### config.mk
export PLATFORM = sky130hd
export DESIGN_NAME = enigma_ctrl
export DESIGN_NICKNAME = d
export VERILOG_FILES = /design/src/rtl/enigma_pkg.sv /design/src/rtl/enigma_step_decode.sv /design/src/rtl/enigma_ctrl.sv
export SDC_FILE = /design/constraint.sdc
export NUM_CORES = 1
export LEC_CHECK = 0
export CAP_MARGIN = 20
export CORE_UTILIZATION = 39
export CTS_CLUSTER_DIAMETER = 120
export DETAILED_ROUTE_END_ITERATION = 8
export PLACE_DENSITY = 0.86
export SETUP_SLACK_MARGIN = 0.2
export SLEW_MARGIN = 30
export SYNTH_ARGS = -nofsm -noshare
export SYNTH_HDL_FRONTEND = slang
export SYNTH_SLANG_ARGS = --single-unit
export TNS_END_PERCENT = 1
### constraint.sdc
create_clock -name clk -period 1.8 [get_ports clk]
set_input_delay 0.54 -clock clk [delete_from_list [all_inputs] [get_ports clk]]
set_output_delay 0.54 -clock clk [all_outputs]
set_load 0.02 [all_outputs]
### src/rtl/enigma_pkg.sv
// Shared types for the Enigma controller slice: letter type, alphabet size, FSM states.
package enigma_pkg;

  typedef logic [4:0] letter_t;

  localparam int unsigned ALPHA_LEN = 26;

  typedef enum logic [2:0] {
    ST_IDLE,
    ST_LOAD,
    ST_STEP,
    ST_SETTLE,
    ST_OUT
  } enigma_ctrl_state_e;

  function automatic logic is_letter(input letter_t c);
    return c < letter_t'(ALPHA_LEN);
  endfunction

endpackage

### src/rtl/enigma_step_decode.sv
// Rotor step-enable decode: right always steps, middle on either notch (double step),
// left on the middle notch. Notches are the pre-step rotor positions.
module enigma_step_decode (
  input  logic en,
  input  logic notch_r,
  input  logic notch_m,
  output logic step_r,
  output logic step_m,
  output logic step_l
);

  assign step_r = en;
  assign step_m = en & (notch_r | notch_m);
  assign step_l = en & notch_m;

endmodule

### src/rtl/enigma_ctrl.sv
// Enigma letter sequencer: key handshake, rotor step strobes, settle wait, cipher output.
// Optional delivered-letter counter enabled by defining ENIGMA_CTRL_STATS_EN.
module enigma_ctrl
  import enigma_pkg::*;
#(
  parameter int unsigned SETTLE_CYC = 2
`ifdef ENIGMA_CTRL_STATS_EN
  ,
  parameter int unsigned CNT_W = 16
`endif
) (
  input  logic             clk,
  input  logic             reset_n,
  input  logic             key_valid,
  input  logic [4:0]       key_char,
  output logic             key_ready,
  input  logic             cfg_load,
  output logic             load_key,
  input  logic             notch_r,
  input  logic             notch_m,
  output logic             new_char,
  output logic             step_r,
  output logic             step_m,
  output logic             step_l,
  output logic [4:0]       dp_char,
  input  logic [4:0]       enc_char_in,
  output logic             out_valid,
  output logic [4:0]       out_char,
  input  logic             out_ready,
  output logic             key_err
`ifdef ENIGMA_CTRL_STATS_EN
  ,
  output logic [CNT_W-1:0] char_count
`endif
);

  localparam int unsigned  CW       = (SETTLE_CYC > 1) ? $clog2(SETTLE_CYC) : 1;
  localparam logic [CW-1:0] CNT_INIT = CW'(SETTLE_CYC - 1);

  enigma_ctrl_state_e state_q, state_d;
  letter_t            dp_char_q, dp_char_d;
  letter_t            out_char_q, out_char_d;
  logic [CW-1:0]      cnt_q, cnt_d;
  logic               load_pend_q, load_pend_d;
  logic               key_err_q, key_err_d;
  logic               step_en;

  always_ff @(posedge clk or negedge reset_n) begin
    if (!reset_n) begin
      state_q     <= ST_IDLE;
      dp_char_q   <= '0;
      out_char_q  <= '0;
      cnt_q       <= '0;
      load_pend_q <= 1'b0;
      key_err_q   <= 1'b0;
    end else begin
      state_q     <= state_d;
      dp_char_q   <= dp_char_d;
      out_char_q  <= out_char_d;
      cnt_q       <= cnt_d;
      load_pend_q <= load_pend_d;
      key_err_q   <= key_err_d;
    end
  end

  always_comb begin
    state_d     = state_q;
    dp_char_d   = dp_char_q;
    out_char_d  = out_char_q;
    cnt_d       = cnt_q;
    // a load request seen in any busy state is remembered until LOAD services it
    load_pend_d = load_pend_q | cfg_load;
    key_err_d   = 1'b0;
    key_ready   = 1'b0;
    load_key    = 1'b0;
    new_char    = 1'b0;
    out_valid   = 1'b0;
    step_en     = 1'b0;

    unique case (state_q)
      ST_IDLE: begin
        key_ready = ~cfg_load & ~load_pend_q & reset_n;
        if (cfg_load || load_pend_q) begin
          state_d = ST_LOAD;
        end else if (key_valid) begin
          if (is_letter(key_char)) begin
            dp_char_d = key_char;
            state_d   = ST_STEP;
          end else begin
            key_err_d = 1'b1;
          end
        end
      end
      ST_LOAD: begin
        load_key    = 1'b1;
        load_pend_d = 1'b0;
        state_d     = ST_IDLE;
      end
      ST_STEP: begin
        new_char = 1'b1;
        step_en  = 1'b1;
        cnt_d    = CNT_INIT;
        state_d  = ST_SETTLE;
      end
      ST_SETTLE: begin
        if (cnt_q == '0) begin
          out_char_d = enc_char_in;
          state_d    = ST_OUT;
        end else begin
          cnt_d = cnt_q - 1'b1;
        end
      end
      ST_OUT: begin
        out_valid = 1'b1;
        if (out_ready) state_d = ST_IDLE;
      end
      default: state_d = ST_IDLE;
    endcase
  end

  enigma_step_decode u_step_decode (
    .en      (step_en),
    .notch_r (notch_r),
    .notch_m (notch_m),
    .step_r  (step_r),
    .step_m  (step_m),
    .step_l  (step_l)
  );

  assign dp_char  = dp_char_q;
  assign out_char = out_char_q;
  assign key_err  = key_err_q;

`ifdef ENIGMA_CTRL_STATS_EN
  logic [CNT_W-1:0] char_count_q;

  always_ff @(posedge clk or negedge reset_n) begin
    if (!reset_n) begin
      char_count_q <= '0;
    end else if (load_key) begin
      char_count_q <= '0;
    end else if (out_valid && out_ready) begin
      char_count_q <= char_count_q + 1'b1;
    end
  end

  assign char_count = char_count_q;
`endif

endmodule

# [Word level (Yosys, flattened, before mapping)]
# Index checks and enable logic that the tools add are counted.
[word_totals] elab_cells=49 reg_bits=16 inputBits=17
[classes] n_reduce_logical=6 order_cmp=1 muxes=17 bitwise=10 addsub=1 eq_ne=8
[ops] operator="$mux W3" n=5
[ops] operator="$pmux W3 S4" n=1
[ops] operator="$mux W1" n=10
[ops] operator="$reduce_and A4 Y1" n=2
[ops] operator="$eq A3 B2 Y1 const B" n=2
[ops] operator="$ne A3 B3 Y1 const B" n=2
[ops] operator="$lt A5 B5 Y1 const B" n=1
[ops] operator="$and A1 B1 Y1" n=4
[ops] operator="$ne A2 B2 Y1 const B" n=2
[ops] operator="$not A1 Y1" n=4
[ops] operator="$eq A3 B1 Y1 const B" n=1
[ops] operator="$eq A3 B3 Y1 const B" n=1
[ops] operator="$logic_not A3 Y1" n=1
[ops] operator="$or A1 B1 Y1" n=2
[ops] operator="$pmux W1 S2" n=1
[ops] operator="$reduce_and A2 Y1" n=1
[ops] operator="$reduce_bool A2 Y1" n=1
[ops] operator="$logic_or A1 B1 Y1" n=1
[ops] operator="$sub A1 B1 Y1 const B" n=1

# [Logic depth before layout (Yosys ltp)]
[depth] depth_word=5 ltp_mapped=3

# [Modules after synthesis]
# From an unflattened synthesis, not the netlist that was laid out.
[unflattened] cells_unflattened=50 area_unflattened_um2=705.7
[by_module_without_submodules] mod="enigma_ctrl" cells_per_inst=47 area_per_inst_um2=683.2 instances=1 seq_area_each_um2=400.4
[by_module_without_submodules] mod="enigma_step_decode" cells_per_inst=3 area_per_inst_um2=22.5 instances=1 seq_area_each_um2=0.0

# [Worst setup path before layout]
# No wires, ideal clock.
[synth_timing] path_type="register to output" startpoint="reg state_q[2]" endpoint="out step_l" setup_slack_ns=-0.052 required_time_ns=1.260 path_stages_with_launch=4 t_arrival_ns=1.312 cell_sequence="dfrtp_1 nand2b_4 nor2_1 and2_1"
[synth_between] elab_chain_cells=3
[synth_rtl] item="start, declared" line="enigma_ctrl.sv:40" rtl="enigma_ctrl_state_e state_q, state_d;"
[synth_rtl] item="start signal, assigned" line="enigma_ctrl.sv:57" rtl="state_q <= state_d;"
[synth_rtl] item="$eq A3 B2 Y1"
[synth_rtl] item="$mux W1"
[synth_rtl] item="via new_char" line="enigma_ctrl.sv:21" rtl="output logic new_char,"
[synth_rtl] item="$and A1 B1 Y1" line="enigma_step_decode.sv:14" rtl="assign step_l = en & notch_m;"
[synth_rtl] item="end, declared" line="enigma_ctrl.sv:24" rtl="output logic step_l,"
# The timed path passes the listed nets, and every way through them passes these cells.

# [Worst setup path after layout]
[layout_timing] startpoint="reg state_q[0]" endpoint="out step_m"
[layout_between] elab_chain_cells=3
[layout_rtl] item="$eq A3 B2 Y1" line="enigma_ctrl.sv:80" rtl="unique case (state_q)"
[layout_rtl] item="$mux W1" line="enigma_ctrl.sv:80"
[layout_rtl] item="$and A1 B1 Y1" line="enigma_step_decode.sv:13" rtl="assign step_m = en & (notch_r | notch_m);"
[layout_rtl] item="end, declared" line="enigma_ctrl.sv:23" rtl="output logic step_m,"
# No other way between the ends.

==> summary.txt <==
Outcome
  – Status: complete, but fails checks
  – Failing checks: setup timing

Floorplan
  – Top-Level Pins: 35
  – DIE AREA: 2020 sq um
  – Core outline area: ~1700 sq um
  – Die Span Y: about 45 um
  – Rows: 15
  – Starting Density: 0.417
  – Die Width: between 40 and 50 um

Detailed routing
  – DR DRC count: 0
  – WL/cell: 14.1 um
  – Final ANT Viol Nets: 0
  – Via count: 658
  – Vias/cell: a little under 5
  – Routed Wire Length: ~1.9 mm
  – Initial DRC count: 4
  – DRT Pass-1 Iters: 4

Synthesis
  – Synth warnings: 0
  – Synthesized area per cell: 13.3 sq um
  – Synthesized-area fraction occupied by adder cells: 0
  – Cell area after synthesis: 721 sq um
  – Number of enable flip-flop cells after synthesis: 0
  – Compound-cell area share of the yosys netlist: 0.0955
  – Synth Net Count: 71
  – Cell taking the most area after synthesis: dfrtp_1
  – Synth top area share: 0.556
  – Synth Register Bits: 16
  – Top FF cell, synth: dfrtp_1
  – Ranking of synthesized cells by area: dfrtp_1 56%, mux2_2 11%, nor4b_4 3.3%, nor2_1 3.1%, nor3b_4 2.6%
  – Post-synthesis xor/xnor area fraction: 0
  – Simple-Gate Fraction of Synth Area: 0.208
  – Async SR Flop Fraction: 1.00
  – Yosys cell types: 25
  – Combinational family with the most area after synthesis: simple AND/OR/NAND/NOR gates
  – Sequential cell area fraction in the yosys report: 0.556
  – Post-synthesis cell count: 54
  – Post-synthesis mux area share: 0.125

Worst setup path
  – Flop2flop setup slack: ~0.12 ns
  – Data arrival, critical path: roughly 1.3 ns
  – Reg-to-Reg Start: state_q[2]$_DFFE_PN0P_
  – Crit path capture type: output port
  – Crit path kind: flop to output port
  – Crit path launch: state_q[0]$_DFFE_PN0P_
  – Worst setup endpoint: step_m
  – Worst R2R End: out_char[1]$_DFFE_PN0P_
  – CP Max Fanout: 5
  – Critical Path RT: 1.26 ns
  – Worst Setup Start Kind: flop
  – Cells on worst reg2reg path: 5

STA
  – Final setup viols: 3
  – Fin worst setup slack: -0.00685 ns
  – Slew headroom: 0.705
  – Final clock skew: between 0.001 and 0.0015 ns
  – Final period utilization: 1.00
  – Fin. Hold Viols: 0
  – RSZ-0062 raised after global routing: yes
  – Slew Viols, Final: 0
  – Fin crit period: 1.81 ns
  – Maximum clock rate: roughly 550 MHz
  – Slew @ Worst Pin: between 0.4 and 0.5 ns

Place
  – Port-buffer cells: 34
  – Post-DP HPWL: 1.30 mm
  – Post-placement cell area: 1200 sq um
  – Dpl ws: -0.678 ns
  – Routability cong.: about 0.76

Global route
  – Total track usage: 0.212
  – First-pass GRT wire length: roughly 3.1 mm
  – Grt total ovfl: 0
  – Initial antenna violation count: 0
  – Pin count of the biggest net entering global routing: 17
  – Vias in the first global route: roughly 680

Final layout
  – Non-Filler Cell Area, Final: between 1000 and 1500 sq um
  – Most frequent cells in the layout: 19 x buf_4, 15 x dfrtp_1, 14 x dlygate4sd2_1, 13 x clkdlybuf4s50_1, 7 x mux2_4
  – Number of diodes: 0
  – Share of layout cells above drive strength 1: 0.491
  – Layout Nets: roughly 130
  – FILL cells: 120
  – Commonest non-fill, non-tap cell in the layout: buf_4
  – Area growth syn-to-layout: 81.2%

Clock network
  – CTS Hold Bufs: 0
  – Root Buffer Master: clkbuf_4
  – H-tree Lvls: 1
  – CTS tree: done
  – CTS buffer count: 3
  – Worst-Skew Late Latency: 0.28 ns
  – CTS Sinks: 16
  – Worst-path clk slew: ~0.09 ns
  – CTS Buffer Depth: 2

Pwr
  – Peak supply drop: ~0.00094 V
  – Pwr Total: between 0.002 and 0.0025 W
  – Leak pwr: ~0.63 nW
  – PD cells: ~1600 nW/um^2

Run
  – Max_cap viols: 0

Worst hold path
  – HP Class: input port to async pin
==> layout make-up <==
| class | count | area (sq um) | area share |
|---|---|---|---|
| repair buffers | 53 | 462 | 0.353 |
| flip-flops and latches | 16 | 402 | 0.307 |
| multi-input cells | 36 | 372 | 0.284 |
| clock buffers | 4 | 36.3 | 0.0278 |
| well taps | 25 | 31.3 | 0.0239 |
| inverters | 1 | 3.75 | 0.00287 |
==> worst max-delay path, cell delays in order (launching register included) <==
cell	delay (ns)
dfrtp_1	0.44
buf_6	0.15
nor2_4	0.13
o21a_1	0.15
buf_6	0.11
==> per-layer routing <==
metal,wire [um],track usage
met5,0,0
met4,19,0.0727
met3,89,0.0320
met2,1020,0.362
met1,772,0.274
==> power by group <==
part	leakage (nW)	switching [W]	internal, W
clock network	0.0210	0.000103	0.000123
registers	0.195	0.000126	0.000525
logic	0.418	0.000536	0.000653
==> synth_stat cells (all sizes together), types with 2 or more instances <==
cell type	instances
o22a	2
mux2	8
nand2	2
a21o	2
nor3b	2
nor2	6
dfrtp	16
and2	2
==> state kept, by name, indices dropped and copies added (netlist names) <==
register and flops:
load_pend_q 1, cnt_q 1, dp_char 5, key_err 1
out_char 5, state_q 3
==> cell families (layout without fill, tap and decap cells) <==
group,count (synthesis),after routing
AO/OA/AOI/OAI,9,9
buffers and inverters,2,58
flip-flops,16,16
multiplexers,8,8
AND/OR/NAND/NOR,19,19
==> stage by stage <==
step	util	std cells	hold WS (ns)	setup TNS, ns
2_1_floorplan	-	54	0.244	0
3_3_place_gp	0.698	127	0.471	-3.00
3_5_place_dp	0.698	127	0.480	-3.37
4_1_cts	0.741	134	0.337	-0.0420
5_1_grt	0.757	135	0.366	-0.181
6_report	0.757	135	0.330	-0.00854
==> worst min-delay path by stage <==
stage | endpoint | slack, ns | cells past startpoint
global route | dp_char[2]$_DFFE_PN0P_ | 0.37 | 2
CTS | dp_char[0]$_DFFE_PN0P_ | 0.34 | 2
detailed placement | dp_char[0]$_DFFE_PN0P_ | 0.48 | 1
floorplan | cnt_q$_DFFE_PN0P_ | 0.24 | 0
global placement | dp_char[0]$_DFFE_PN0P_ | 0.47 | 1
finish | dp_char[0]$_DFFE_PN0P_ | 0.33 | 2
==> repair_timing <==
item,in CTS,in global routing
pin swaps,6,4
buffers inserted,3,1
setup endpoints to repair,24,15
gates resized for setup,64,4
No activity file was read; power rests on OpenSTA's default activity.
